File: config.mk
export PLATFORM = sky130hd
export DESIGN_NAME = laser_score
export DESIGN_NICKNAME = d
export VERILOG_FILES = /design/src/rtl/laser_score.sv
export SDC_FILE = /design/constraint.sdc
export NUM_CORES = 1
export LEC_CHECK = 0
export CAP_MARGIN = 20
export CORE_ASPECT_RATIO = 0.9
export CORE_MARGIN = 2
export CORE_UTILIZATION = 56
export DETAILED_ROUTE_END_ITERATION = 7
export PLACE_DENSITY = 0.86
export SETUP_SLACK_MARGIN = 0.5
export SLEW_MARGIN = 5
export SYNTH_ARGS = -nofsm -noshare
export SYNTH_HDL_FRONTEND = slang
export SYNTH_SLANG_ARGS = --single-unit
export TNS_END_PERCENT = 5
File: constraint.sdc
create_clock -name CLK -period 7.7 [get_ports CLK]
set_input_delay 2.31 -clock CLK [delete_from_list [all_inputs] [get_ports CLK]]
set_output_delay 2.31 -clock CLK [all_outputs]
set_load 0.03 [all_outputs]
File: src/rtl/laser_score.sv
// laser_score: re-scores the solver's 40-point frame against its two reported
// circles (radius 4), evaluating in place while the next frame streams in.
module laser_score (
  input  logic       CLK,
  input  logic       RST,
  input  logic [3:0] X,
  input  logic [3:0] Y,
  input  logic       DONE,
  input  logic [3:0] C1X,
  input  logic [3:0] C1Y,
  input  logic [3:0] C2X,
  input  logic [3:0] C2Y,
  output logic [5:0] CNT1,
  output logic [5:0] CNT2,
  output logic [5:0] CNT_U,
  output logic       SCORE_VALID
);

  typedef enum logic [1:0] {
    S_FILL,
    S_FULL,
    S_EVAL
  } state_t;

  state_t     r_state;
  state_t     w_next;
  logic [5:0] r_idx;
  logic [7:0] r_buf [40];
  logic [3:0] r_c1x, r_c1y, r_c2x, r_c2y;
  logic [5:0] r_acc1, r_acc2, r_accu;

  logic       w_last;
  logic       w_wr;
  logic [5:0] w_rd_idx;
  logic [7:0] w_pt;
  logic       w_cov1, w_cov2, w_covu;

  function automatic logic covered(
    input logic [3:0] px,
    input logic [3:0] py,
    input logic [3:0] cx,
    input logic [3:0] cy
  );
    logic [3:0] dx;
    logic [3:0] dy;
    logic [8:0] s;
    dx = (px >= cx) ? px - cx : cx - px;
    dy = (py >= cy) ? py - cy : cy - py;
    s  = 9'(dx) * 9'(dx) + 9'(dy) * 9'(dy);
    return s <= 9'd16;
  endfunction

  assign w_last   = (r_idx == 6'd39);
  assign w_rd_idx = (r_idx < 6'd40) ? r_idx : 6'd0;
  assign w_pt     = r_buf[w_rd_idx];
  assign w_cov1   = covered(w_pt[7:4], w_pt[3:0], r_c1x, r_c1y);
  assign w_cov2   = covered(w_pt[7:4], w_pt[3:0], r_c2x, r_c2y);
  assign w_covu   = w_cov1 | w_cov2;

  // EVAL reads slot idx above and overwrites it with the new point here.
  assign w_wr = !RST &&
                (((r_state == S_FILL) && !DONE) ||
                 (r_state == S_EVAL));

  always_comb begin
    w_next = r_state;
    unique case (r_state)
      S_FILL:  if (!DONE && w_last) w_next = S_FULL;
      S_FULL:  if (DONE) w_next = S_EVAL;
      S_EVAL:  if (w_last) w_next = S_FULL;
      default: w_next = S_FILL;
    endcase
  end

  always_ff @(posedge CLK) begin
    if (RST) r_state <= S_FILL;
    else     r_state <= w_next;
  end

  always_ff @(posedge CLK) begin
    if (w_wr) r_buf[w_rd_idx] <= {X, Y};
  end

  always_ff @(posedge CLK) begin
    if (RST) begin
      r_idx       <= 6'd0;
      r_acc1      <= 6'd0;
      r_acc2      <= 6'd0;
      r_accu      <= 6'd0;
      CNT1        <= 6'd0;
      CNT2        <= 6'd0;
      CNT_U       <= 6'd0;
      SCORE_VALID <= 1'b0;
    end else begin
      SCORE_VALID <= 1'b0;
      unique case (r_state)
        S_FILL: begin
          if (DONE)        r_idx <= 6'd0;
          else if (w_last) r_idx <= 6'd40;
          else             r_idx <= r_idx + 6'd1;
        end
        S_FULL: begin
          if (DONE) begin
            r_c1x  <= C1X;
            r_c1y  <= C1Y;
            r_c2x  <= C2X;
            r_c2y  <= C2Y;
            r_acc1 <= 6'd0;
            r_acc2 <= 6'd0;
            r_accu <= 6'd0;
            r_idx  <= 6'd0;
          end
        end
        S_EVAL: begin
          r_acc1 <= r_acc1 + {5'd0, w_cov1};
          r_acc2 <= r_acc2 + {5'd0, w_cov2};
          r_accu <= r_accu + {5'd0, w_covu};
          if (w_last) begin
            CNT1        <= r_acc1 + {5'd0, w_cov1};
            CNT2        <= r_acc2 + {5'd0, w_cov2};
            CNT_U       <= r_accu + {5'd0, w_covu};
            SCORE_VALID <= 1'b1;
            r_idx       <= 6'd40;
          end else begin
            r_idx <= r_idx + 6'd1;
          end
        end
        default: r_idx <= 6'd0;
      endcase
    end
  end

endmodule

==> impl_metrics.yaml, run 1 <==
place:
  dpl.cell_count: 1855
  placed_area_um2: 19600
  portBuffers: 45
  hpwlAfterDp_um: 30900
  gp_congestion: 0.976
grt:
  grt_max_degree: 45
  grt_use_total_pct: 28.6
  grt_overflow: 0
  grt_pass1_wl_um: 69900
  grt_pass1_vias: 12190
  antenna_found_initial: 0
die:
  die_y_um: 172
  fp-row-count: 61
  core_area_um2: 30800
  die_area_um2: 32700
  pin_count: 46
  start_util_pct: 56.8
  die_x_um: 190
timing:
  max_freq_mhz: 124
  period_needed_ns: 8.06
  final.period_utilization_pct: 105
  worst_pin_slew_ns: 1.09
  fin_ws_ns: -0.358
  relSlewSlack_pct: 26.7
  rsz0062_at_grt: "yes"
  finalMaxSlewViolations: 0
  setup_viol_count_final: 27
  holdWs_ns: 0.466
  hold_viol: 0
  finClkSkew_ns: 0.0257
setup_path:
  critPathKind: "register to register"
  worst-r2r-setup-slack_ns: -0.36
  required_ns: 8.16
  start_kind: "register"
  cp_max_fo: 5
  crit_arrival_ns: 8.52
  slowest_delay_ns: 0.57
  crit_path_top_delay_cell: "fa_1"
  crit_path_end_kind: "register"
  crit_path_frequent_cell: "fa_1"
power_and_ir_drop:
  power_density_nw_per_um2: 253
  ir_worst_vdd_uv: 212
  leakage_nw: 7.66
yosys:
  synth-seq-area-share_pct: 62.7
  synth_cell_types: 67
  synth_edf_count: 336
  syn-cell-area_um2: 17500
  ys_warn_count: 0
  yosysTopAreaCellShare_pct: 57.6
  avgSynthCellArea_um2: 13.5
  synth_nets: 1424
  synth_top_cells_by_area: "edfxtp_1 58%, ha_1 5.2%, dfxtp_1 5.1%, mux2i_1 3.7%, fa_1 3.4%"
  synth_top_area_cell: "edfxtp_1"
  synthCells: 1294
  synthArstFlopShare_pct: 0
  synth_most_common_cell: "edfxtp_1"
  synthTopCellsByCount: "336 x edfxtp_1, 126 x nor2_1, 77 x a21oi_1"
  ys.flop_type: "edfxtp_1"
  ys_ff_latch: 381
clock_network:
  cts_hold_buf: 0
  cts_tree: "built"
  clock_path_buffers: 3
  clk_pin_slew_ns: 0.07
  cts_max_level: 2
  numCtsBuffers: 38
  clock-sinks: 381
  cts_root_buf: "clkbuf_16"
  insertion_delay_ns: 0.56
drt:
  drt_pass1_iterations: 7
  wl_um: 46000
  vias: 12099
  viasPerCell: 6.25
  drc: 0
  routedWlPerCell_um: 23.8
  drt_iter0_drc: 1575
  ant_nets: 0
layout:
  fin_nets: 1626
  final_core_util_pct: 68.9
  fin_cells: 1935
  drive_gt1_share_pct: 24.6
  nFillCells: 2010
  n_antenna_cell: 0
  fin_area_um2: 21300
  area_delta_synth_final_pct: 21.3
outcome:
  status: "complete, but fails checks"
  violations: "setup timing"
min_path:
  min_path_type: "register to register"
flow_run:
  maxCapViolCount: 0
## placed cells by master (no fill, tap or decap), types with 18 or more instances in the layout
cell type	count
edfxtp_1	336
buf_4	163
nor2_1	124
a21oi_1	68
inv_1	64
mux2i_1	63
ha_1	63
clkdlybuf4s50_1	45
nand2_1	44
mux2_2	44
o22ai_1	42
dfxtp_1	39
clkbuf_16	38
fa_1	25
nor3_1	22
o21ai_0	18
## critical path, delay by kind of cell, from the launching register on
family                   cells  cell delay, ns
XOR/XNOR                     1            0.17
buffers and inverters        5            0.63
flip-flops                   1            0.37
adder cells (fa/ha/maj)      8            3.24
AO/OA/AOI/OAI               11            2.23
AND/OR/NAND/NOR              6            1.32
## area by class of cell
| cell class | instances | area, µm² | share of cell area, % |
|---|---|---|---|
| sequential | 381 | 11000 | 51.8 |
| timing repair buffer | 220 | 1850 | 8.72 |
| clock inverter | 28 | 338 | 1.59 |
| multi-input combinational | 789 | 6340 | 29.8 |
| tap | 409 | 512 | 2.41 |
| clock buffer | 42 | 966 | 4.54 |
| inverter | 66 | 248 | 1.17 |
## stage by stage
stage	TNS (ns)	setup slack [ns]	power (mW)
CTS	-1.91	-0.220	5.37
global route	-11.21	-0.569	5.60
global placement	-2.31	-0.285	3.35
detailed placement	-9.41	-0.526	3.44
floorplan	0	0.380	3.04
finish	-4.74	-0.358	5.38
## final timing paths
check,to,depth (start not counted),startpoint
hold / removal,CNT2[1],2,CNT2[1]
setup / recovery,CNT1[5],31,r_idx[3]
setup reg to reg,CNT1[5],31,r_idx[3]
hold reg to reg,CNT2[1],2,CNT2[1]
## kinds of logic after synthesis
family | synth area share, %
adder cells (fa/ha/maj) | 8.64
flip-flops | 62.7
multiplexers | 6.60
buffers and inverters | 3.26
AND/OR/NAND/NOR | 7.81
AO/OA/AOI/OAI | 9.82
XOR/XNOR | 1.15
## routing by layer
metal,share of wire [%],wire length (µm),up-vias,track usage [%]
met1,38,17300,5870,36.7
met4,5.0,2290,0,13.2
met2,47,21500,799,46.6
met5,0,0,-,0
met3,11,4920,176,6.33
li1,-,-,5254,-
## power breakdown
group	total, mW	internal, mW	switching (mW)
clock network	1.93	1.12	0.804
logic	1.20	0.557	0.643
registers	2.25	2.25	0.00257
## state kept, by name (all words and copies together), names as in the netlist, 2 cells and up
name     count
r_c2y        4
r_acc2       6
r_accu       6
r_acc1       6
r_c1x        4
r_idx        6
r_c1y        4
CNT2         6
CNT_U        6
r_c2x        4
r_buf      320
CNT1         6
r_state      2
## repair_timing
| action | 4_1_cts | 5_1_grt |
|---|---|---|
| pin swaps | 15 | 15 |
| resized for setup | 41 | 29 |
| buffers inserted | 2 | 8 |
| endpoints found under the setup margin | 36 | 36 |
Power figures use the tool's default switching activity.
==> inputs of run 2 (changes only) <==
--- a/config.mk
+++ b/config.mk
@@ -10,8 +10,10 @@
 export CORE_MARGIN = 2
 export CORE_UTILIZATION = 56
 export DETAILED_ROUTE_END_ITERATION = 7
+export GPL_TIMING_DRIVEN = 1
 export PLACE_DENSITY = 0.86
 export SETUP_SLACK_MARGIN = 0.5
+export SKIP_CTS_REPAIR_TIMING = 1
 export SLEW_MARGIN = 5
 export SYNTH_ARGS = -nofsm -noshare
 export SYNTH_HDL_FRONTEND = slang
==> run 2 against run 1 <==
  * Flip-flop and latch count unchanged
  * Non-clock buffer count unchanged
  * The flow still finishes with violations (setup timing)
  * Critical path type unchanged
  * Largest power group unchanged
  * Worst setup slack worse by 0.0093 ns
  * Clock-buffer cell count unchanged
==> impl_metrics.yaml, run 2 (synthesis results as in run 1) <==
setup_path:
  cp_max_fo: 6
  crit_path_end_kind: "register"
  required_ns: 8.12
  crit_path_top_delay_cell: "fa_1"
  crit_path_frequent_cell: "fa_1"
  crit_arrival_ns: 8.48
  slowest_delay_ns: 0.51
  start_kind: "register"
  critPathKind: "register to register"
  crit_buf_inv: 5
  cp_top_family: "adder cells"
grt:
  antenna_found_initial: 0
  grt_use_total_pct: 28.3
  grt_pass1_wl_um: 69300
  grt_pass1_vias: 12165
  grt_overflow: 0
  grt_max_degree: 45
die:
  die_y_um: 172
  core_area_um2: 30800
  pin_count: 46
  fp-row-count: 61
  start_util_pct: 56.8
  die_area_um2: 32700
  die_x_um: 190
power_and_ir_drop:
  ir_worst_vdd_uv: 215
  power_density_nw_per_um2: 253
  power_mw: 5.37
  leakage_nw: 7.69
clock_network:
  numCtsBuffers: 38
  cts_max_level: 2
  clock-sinks: 381
  clk_pin_slew_ns: 0.07
  cts_root_buf: "clkbuf_16"
  cts_tree: "built"
  insertion_delay_ns: 0.55
  clock_path_buffers: 3
timing:
  relSlewSlack_pct: 28.4
  rsz0062_at_grt: "yes"
  hold_viol: 0
  final.period_utilization_pct: 105
  worst_pin_slew_ns: 1.07
  max_freq_mhz: 124
  finalMaxSlewViolations: 0
  period_needed_ns: 8.07
  setup_viol_count_final: 25
  finClkSkew_ns: 0.0181
  fin_ws_ns: -0.367
layout:
  final_cell_mix: "336 x edfxtp_1, 164 x buf_4, 124 x nor2_1"
  fin_area_um2: 21300
  largest_reg_flops: 320
  drive_gt1_share_pct: 24.6
  final_core_util_pct: 69.0
  layout_commonest_cell: "edfxtp_1"
  area_delta_synth_final_pct: 21.3
  nFillCells: 2014
  top_register: "r_buf"
  fin_nets: 1626
  n_antenna_cell: 0
drt:
  ant_nets: 0
  drc: 0
  drt_pass1_iterations: 6
  viasPerCell: 6.23
  drt_iter0_drc: 1428
  vias: 12064
  wl_um: 45700
  routedWlPerCell_um: 23.6
flow_run:
  maxCapViolCount: 0
outcome:
  status: "complete, but fails checks"
  violations: "setup timing"
place:
  hpwlAfterDp_um: 30900
  placed_area_um2: 19600
  portBuffers: 45
  gp_congestion: 0.976
min_path:
  min_path_type: "register to register"
==> run 2: cell counts in the layout (fill, tap and decap cells not counted) <==
Identical to the previous run, type by type.
==> run 2: layer usage <==
metal / part of all wire, % / global-route usage, %
met1: 37 / 35.9
met2: 47 / 46.6
met3: 11 / 6.84
met4: 4.8 / 12.4
met5: 0 / 0
==> run 2: layout make-up <==
cell class / count / area [µm²] / area share [%]
sequential: 381 / 11000 / 51.8
timing repair buffer: 220 / 1840 / 8.66
tap: 409 / 512 / 2.41
inverter: 66 / 248 / 1.17
clock inverter: 28 / 338 / 1.59
multi-input combinational: 789 / 6350 / 29.9
clock buffer: 42 / 966 / 4.54
==> run 2: worst min-delay path, delay by kind of cell, from the launching register on <==
family,cells,cell delay [ns]
flops,1,0.31
simple gates,1,0.06
compound gates,1,0.05
==> run 2: per-stage QoR <==
stage          instances  setup TNS (ns)  setup slack [ns]  hold WS [ns]
2_1_floorplan       1294               0             0.380         0.465
3_3_place_gp        1855           -2.31            -0.285         0.443
3_5_place_dp        1855           -9.41            -0.526         0.447
4_1_cts             1925          -11.35            -0.603         0.470
5_1_grt             1935          -12.97            -0.633         0.491
6_report            1935           -4.61            -0.367         0.467
==> run 2: final timing paths <==
kind,startpoint,to,slack (ns),cells past startpoint
worst max-delay path,r_idx[4],r_accu[4],-0.37,36
worst min-delay path,CNT2[1],CNT2[1],0.47,2
worst max register to register,r_idx[4],r_accu[4],-0.37,36
worst min register to register,CNT2[1],CNT2[1],0.47,2
==> run 2: where the power goes <==
| part | total (mW) | internal [mW] | switching, mW | leakage [nW] |
|---|---|---|---|---|
| combinational | 1.19 | 0.553 | 0.639 | 3.67 |
| clock | 1.93 | 1.12 | 0.805 | 0.633 |
| sequential | 2.25 | 2.25 | 0.00259 | 3.39 |
| total | 5.37 | 3.92 | 1.45 | 7.69 |
